<file path="config.mk">
export PLATFORM = sky130hd
export DESIGN_NAME = demux_slot_deser
export DESIGN_NICKNAME = d
export VERILOG_FILES = /design/src/rtl/demux_pkg.sv /design/src/rtl/word_out_reg.sv /design/src/rtl/demux_slot_deser.sv
export SDC_FILE = /design/constraint.sdc
export NUM_CORES = 1
export LEC_CHECK = 0
export ABC_CLOCK_PERIOD_IN_PS = 3600
export BUFFER_PORTS_ARGS = -buffer_cell sky130_fd_sc_hd__buf_4
export CORE_ASPECT_RATIO = 1.4
export CORE_MARGIN = 2
export CORE_UTILIZATION = 30
export DETAILED_ROUTE_END_ITERATION = 8
export PLACE_DENSITY = 0.55
export SKIP_CTS_REPAIR_TIMING = 1
export SLEW_MARGIN = 40
export SYNTH_ARGS = -nofsm -noshare
export SYNTH_HDL_FRONTEND = slang
export SYNTH_SLANG_ARGS = --single-unit
</file>
<file path="constraint.sdc">
create_clock -name inClk -period 3.6 [get_ports inClk]
set_input_delay 0 -clock inClk [delete_from_list [all_inputs] [get_ports inClk]]
set_output_delay 0 -clock inClk [all_outputs]
set_load 0.01 [all_outputs]
</file>
<file path="src/rtl/demux_pkg.sv">
// Shared types and helpers for the slot demux / word deserialiser.
//   demux_mode_t : word fill mode, latched on the first beat of each word
//   slot_lsb     : bit offset of slot k when each slot is w bits wide
package demux_pkg;

    typedef enum logic {
        MODE_SEQ  = 1'b0,
        MODE_ADDR = 1'b1
    } demux_mode_t;

    function automatic int slot_lsb(input int k, input int w);
        return k * w;
    endfunction

endpackage

</file>
<file path="src/rtl/word_out_reg.sv">
// Valid/ready holding register for one completed word.
// Ports:
//   clk, rst_n          : clock, asynchronous active-low reset
//   load, load_data     : offer a word; only honoured while free=1
//   ready               : downstream ready
//   valid, data         : registered word and its valid flag
//   free                : register can take a word on this edge
//                         (empty, or draining on this edge)
module word_out_reg #(
    parameter int W = 8
) (
    input  logic         clk,
    input  logic         rst_n,
    input  logic         load,
    input  logic [W-1:0] load_data,
    input  logic         ready,
    output logic         valid,
    output logic [W-1:0] data,
    output logic         free
);

    assign free = ~valid | ready;

    always_ff @(posedge clk or negedge rst_n) begin
        if (!rst_n) begin
            valid <= 1'b0;
            data  <= '0;
        end else if (free) begin
            // Drain and reload share one edge, so back-to-back words need no bubble.
            valid <= load;
            if (load) begin
                data <= load_data;
            end
        end
    end

endmodule

</file>
<file path="src/rtl/demux_slot_deser.sv">
// Registered symbol-to-word deserialiser. Symbols of DATA_W bits are steered
// into N_SLOTS slots of an assembly word, either sequentially (auto pointer)
// or by explicit slot select, and completed words are handed to a
// valid/ready output register with backpressure to the symbol source.
// Ports:
//   inClk, inResetN     : clock, asynchronous active-low reset
//   inValid, outAccept  : upstream handshake (beat taken on inValid & outAccept)
//   inData, inSel       : symbol and target slot (inSel used in addressed mode)
//   inMode, inLast      : 0 sequential / 1 addressed; inLast ends an addressed word
//   inFlush             : discard the word under assembly (and any held word)
//   outReady, outValid  : downstream handshake
//   outData, outMask    : completed word (slot 0 in LSBs) and written-slot mask
//   outErr              : sticky protocol error (mode mismatch, bad slot select)
module demux_slot_deser
    import demux_pkg::*;
#(
    parameter int DATA_W  = 4,
    parameter int N_SLOTS = 8,
    parameter int SEL_W   = $clog2(N_SLOTS)
) (
    input  logic                      inClk,
    input  logic                      inResetN,
    input  logic                      inValid,
    input  logic [DATA_W-1:0]         inData,
    input  logic [SEL_W-1:0]          inSel,
    input  logic                      inMode,
    input  logic                      inLast,
    input  logic                      inFlush,
    input  logic                      outReady,
    output logic                      outAccept,
    output logic [N_SLOTS*DATA_W-1:0] outData,
    output logic [N_SLOTS-1:0]        outMask,
    output logic                      outValid,
    output logic                      outErr
);

    localparam int WORD_W = N_SLOTS * DATA_W;

    logic [WORD_W-1:0]  asm_q, asm_n, beat_word, load_word;
    logic [N_SLOTS-1:0] mask_q, mask_n, beat_mask, load_mask;
    logic [SEL_W-1:0]   ptr_q, ptr_n;
    logic               pending_q, pending_n;
    demux_mode_t        mode_q, mode_n, beat_mode;
    logic               err_q, err_n;
    logic               accept, first_beat, beat_done, load, out_free;
    logic [N_SLOTS+WORD_W-1:0] out_bus;

    // A held word blocks new beats; reset forces the handshake low too.
    assign outAccept  = inResetN & ~pending_q;
    assign accept     = inValid & outAccept;
    assign first_beat = (mask_q == '0);
    assign beat_mode  = first_beat ? demux_mode_t'(inMode) : mode_q;
    assign outErr     = err_q;

    always_comb begin
        asm_n     = asm_q;
        mask_n    = mask_q;
        ptr_n     = ptr_q;
        pending_n = pending_q;
        mode_n    = mode_q;
        err_n     = err_q;
        beat_word = asm_q;
        beat_mask = mask_q;
        beat_done = 1'b0;
        load      = 1'b0;
        load_word = asm_q;
        load_mask = mask_q;

        if (inFlush) begin
            // Flush wins over everything, including a beat in the same cycle
            // and a held word that could otherwise transfer now.
            asm_n     = '0;
            mask_n    = '0;
            ptr_n     = '0;
            pending_n = 1'b0;
            mode_n    = MODE_SEQ;
        end else if (pending_q) begin
            if (out_free) begin
                load      = 1'b1;
                asm_n     = '0;
                mask_n    = '0;
                ptr_n     = '0;
                pending_n = 1'b0;
            end
        end else if (accept) begin
            if (!first_beat && (inMode != logic'(mode_q))) begin
                err_n = 1'b1;
            end else begin
                mode_n = beat_mode;
                if (beat_mode == MODE_SEQ) begin
                    beat_word[slot_lsb(int'(ptr_q), DATA_W) +: DATA_W] = inData;
                    beat_mask[ptr_q] = 1'b1;
                    if (ptr_q == SEL_W'(N_SLOTS - 1)) begin
                        beat_done = 1'b1;
                        ptr_n     = '0;
                    end else begin
                        ptr_n = ptr_q + SEL_W'(1);
                    end
                end else begin
                    if (int'(inSel) < N_SLOTS) begin
                        beat_word[slot_lsb(int'(inSel), DATA_W) +: DATA_W] = inData;
                        beat_mask[inSel] = 1'b1;
                    end else begin
                        err_n = 1'b1;
                    end
                    beat_done = inLast;
                end

                asm_n  = beat_word;
                mask_n = beat_mask;
                if (beat_done) begin
                    if (out_free) begin
                        load      = 1'b1;
                        load_word = beat_word;
                        load_mask = beat_mask;
                        asm_n     = '0;
                        mask_n    = '0;
                        ptr_n     = '0;
                    end else begin
                        pending_n = 1'b1;
                    end
                end
            end
        end
    end

    // Assembly state
    always_ff @(posedge inClk or negedge inResetN) begin
        if (!inResetN) begin
            asm_q     <= '0;
            mask_q    <= '0;
            ptr_q     <= '0;
            pending_q <= 1'b0;
            mode_q    <= MODE_SEQ;
            err_q     <= 1'b0;
        end else begin
            asm_q     <= asm_n;
            mask_q    <= mask_n;
            ptr_q     <= ptr_n;
            pending_q <= pending_n;
            mode_q    <= mode_n;
            err_q     <= err_n;
        end
    end

    // Output stage
    word_out_reg #(
        .W(N_SLOTS + WORD_W)
    ) u_word_out_reg (
        .clk       (inClk),
        .rst_n     (inResetN),
        .load      (load),
        .load_data ({load_mask, load_word}),
        .ready     (outReady),
        .valid     (outValid),
        .data      (out_bus),
        .free      (out_free)
    );

    assign outData = out_bus[WORD_W-1:0];
    assign outMask = out_bus[N_SLOTS+WORD_W-1:WORD_W];

endmodule

</file>
==> metrics.txt <==
maximum vdd ir drop ~270 uV; critical path type flop to flop; Final setup violation count 0; clock tree buffer depth 2; floorplan die area 0.0172 mm^2; count of state elements after synthesis between 80 and 90; clock slew at the register clock pins of the worst setup and hold paths 0.07 ns; share of flip-flops with an asynchronous set or reset 100%; Worst Hold Margin between 0.03 and 0.04 ns; WL final 13800 um; number of pins with negative max-slew slack in the final report 0; Post-DP HPWL 9640 um; power per cell area approximately 540 mW/mm^2; CTS H-tree depth 3; post-synthesis area per instance about 9 um^2; root buffer cell sky130_fd_sc_hd__clkbuf_16; post-detailed-placement cell area ~0.0054 mm^2; ports placed on the boundary between 50 and 60; Hold Path Stages 2; starting density of the core between 30% and 40%; GP Congestion approximately 0.86; synthesis-to-layout area growth 17.1%; Min-Delay Endpoint asm_q[16]; worst setup slack for register-to-register paths between 0.5 and 0.6 ns; required time of the critical path 3.80 ns; hold path startpoint inData[0]; clock period minus worst slack between 3 and 4 ns; fraction of layout cells with a size suffix above 1 18.0%; nature of the critical path endpoint flop; type of the worst min-delay path input port to flop; Worst setup SP type flop; destination of the worst register-to-register timing path u_word_out_reg.data[18]; diode count 0; arrival time reported for the critical path endpoint roughly 3.3 ns; post-detailed-route via-to-cell ratio about 5.4; number of nets with antenna violations after routing 0; count of flip-flops with a built-in enable after synthesis 0; clock net sink count 87; net count after synthesis 549; leakage power summed over all cells about 2.4 nW; latest clock arrival within the worst-skew pair between 0.3 and 0.4 ns; ratio of final minimum period to clock period between 80% and 90%; Peak Freq 0.325 GHz; leading cell type in the layout, fill and taps excluded sky130_fd_sc_hd__nand2_1; top library cells by usage in the layout, fill and taps aside 88 x sky130_fd_sc_hd__nand2_1, 87 x sky130_fd_sc_hd__dfrtp_1, 66 x sky130_fd_sc_hd__buf_4, 45 x sky130_fd_sc_hd__nand3_1, 35 x sky130_fd_sc_hd__o21ai_0; max-cap violation count 0; netlist area before placement 0.00484 mm^2; clock skew roughly 0.0077 ns; startpoint of the most critical register-to-register path ptr_q[0]; total iterations of the first detailed-routing run 5; vias in the first global route ~4200; count of different cell masters after synthesis 55; Remaining DRCs 0; worst-path fanout max 14; via count 4158; total of fill cells in the finished design 1619; most used flip-flop cell after synthesis sky130_fd_sc_hd__dfrtp_1; CTS tree built; post-synthesis sequential area ratio 45.0%; wire length of the first global-routing pass roughly 22000 um; antenna violations before repair 0; post-layout power about 0.003 W; aggregate global routing overflow 0; die outline height 154 um; final sum of negative setup slack 0 ns; Port Buf Inserts 56; width of the die roughly 110 um; Yosys Warn Count 0; Final Hold Viols 0; pin count of the biggest net entering global routing 54; unrepaired setup endpoints after global routing no; net count reported at finish around 590; DR WL/cell around 18 um; slew margin rel. a little under half; Core ar. between 0.015 and 0.02 mm^2; final standard cell count with taps included and fillers excluded roughly 760; run status finished clean; row count 54; number of cells traversed by the worst register-to-register path 8; final standard cell area without fillers roughly 0.0057 mm^2; total routing resource utilization after global routing ~16%; cell total after placement 746; actual transition at the worst max-transition pin a little over 0.8 ns; total CTS buffers 9; cell count after synthesis around 520; DRC violation total after the first TritonRoute iteration roughly 280
==> how the worst max path moves through the flow <==
| stage | startpoint | endpoint | depth (start not counted) | slack (ns) |
|---|---|---|---|---|
| finish | ptr_q[0] | u_word_out_reg.data[18] | 8 | 0.52 |
| global route | ptr_q[0] | u_word_out_reg.data[16] | 8 | 0.29 |
| CTS | ptr_q[0] | u_word_out_reg.data[18] | 8 | 0.51 |
| detailed placement | ptr_q[0] | u_word_out_reg.data[18] | 8 | 0.53 |
| global placement | ptr_q[0] | u_word_out_reg.data[19] | 8 | 0.63 |
| floorplan | ptr_q[0] | u_word_out_reg.data[19] | 9 | 0.69 |
==> worst max-delay path, stage by stage (launching register included) <==
cell                      delay, ns
sky130_fd_sc_hd__dfrtp_1       0.58
sky130_fd_sc_hd__inv_1         0.17
sky130_fd_sc_hd__ha_1          0.26
sky130_fd_sc_hd__ha_1          0.38
sky130_fd_sc_hd__or3b_1        0.46
sky130_fd_sc_hd__or4_1         0.50
sky130_fd_sc_hd__a31oi_4       0.30
sky130_fd_sc_hd__mux2i_1       0.23
sky130_fd_sc_hd__o21ai_1       0.08
==> layout make-up <==
cell class                 instances  area, um^2  area share [%]
sequential                        87        2180            38.4
inverter                           7        26.3           0.463
tap                              196         245            4.32
multi-input combinational        390        2420            42.6
clock inverter                     6        50.0           0.883
timing repair buffer              68         515            9.09
clock buffer                      10         239            4.21
==> metrics by stage <==
step | setup WS, ns | utilization [%]
global placement | 0.630 | 34.2
detailed placement | 0.533 | 34.2
global route | 0.289 | 36.2
finish | 0.521 | 36.2
floorplan | 0.693 | -
CTS | 0.510 | 36.0
==> routing by layer <==
layer / vias to the layer above / track usage [%] / part of all wire [%]
li1: 2008 / - / -
met1: 2034 / 19.0 / 41
met2: 96 / 29.8 / 52
met3: 20 / 2.59 / 3.5
met4: 0 / 6.53 / 2.9
met5: - / 0 / 0
==> report_power, final <==
part / switching, W / internal, W
Sequential: 0.000101 / 0.00110
Clock: 0.000420 / 0.000496
Combinational: 0.000547 / 0.000390
==> registers in the layout (all words and copies together) (netlist names) <==
signal	flops
asm_q	32
mask_q	8
mode_q	1
outErr	1
pending_q	1
ptr_q	3
u_word_out_reg.data	40
u_word_out_reg.valid	1
==> cells in the mapped netlist, drive strengths merged, types with 2 or more instances <==
library cell  number  area [um^2]
nand2             88          330
dfrtp             87         2180
o21ai             49          272
nand3             45          225
a22oi             29          218
o211ai            29          223
a21oi             25          140
clkbuf            23         86.3
nor2              20         75.1
buf               17          141
mux2i             16          160
ha                11          138
inv                7         26.3
nand2b             7         43.8
nor3               7         35.0
nor4               5         61.3
o221ai             5         43.8
o22ai              5         31.3
a32o               4         40.0
or3                4         25.0
or4                4         30.0
mux2               3         33.8
nor2b              3         18.8
o21a               3         22.5
a211oi             2         15.0
a21o               2         15.0
and2               2         12.5
nand3b             2         15.0
nand4              2         12.5
nor4b              2         17.5
or3b               2         17.5
==> cell families (layout without fill, tap and decap cells) <==
| kind of cell | count (synthesis) | after routing | share of synthesized area (%) |
|---|---|---|---|
| AOI/OAI and AO/OA | 163 | 163 | 23.3 |
| xor gates and xnor gates | 1 | 1 | 0.181 |
| adders and majority gates | 11 | 11 | 2.84 |
| buffers and inverters | 47 | 91 | 5.25 |
| DFF | 87 | 87 | 45.0 |
| muxes | 19 | 19 | 4.01 |
| and+or+nand+nor | 196 | 196 | 19.5 |
(Power assumes the default switching activity.)
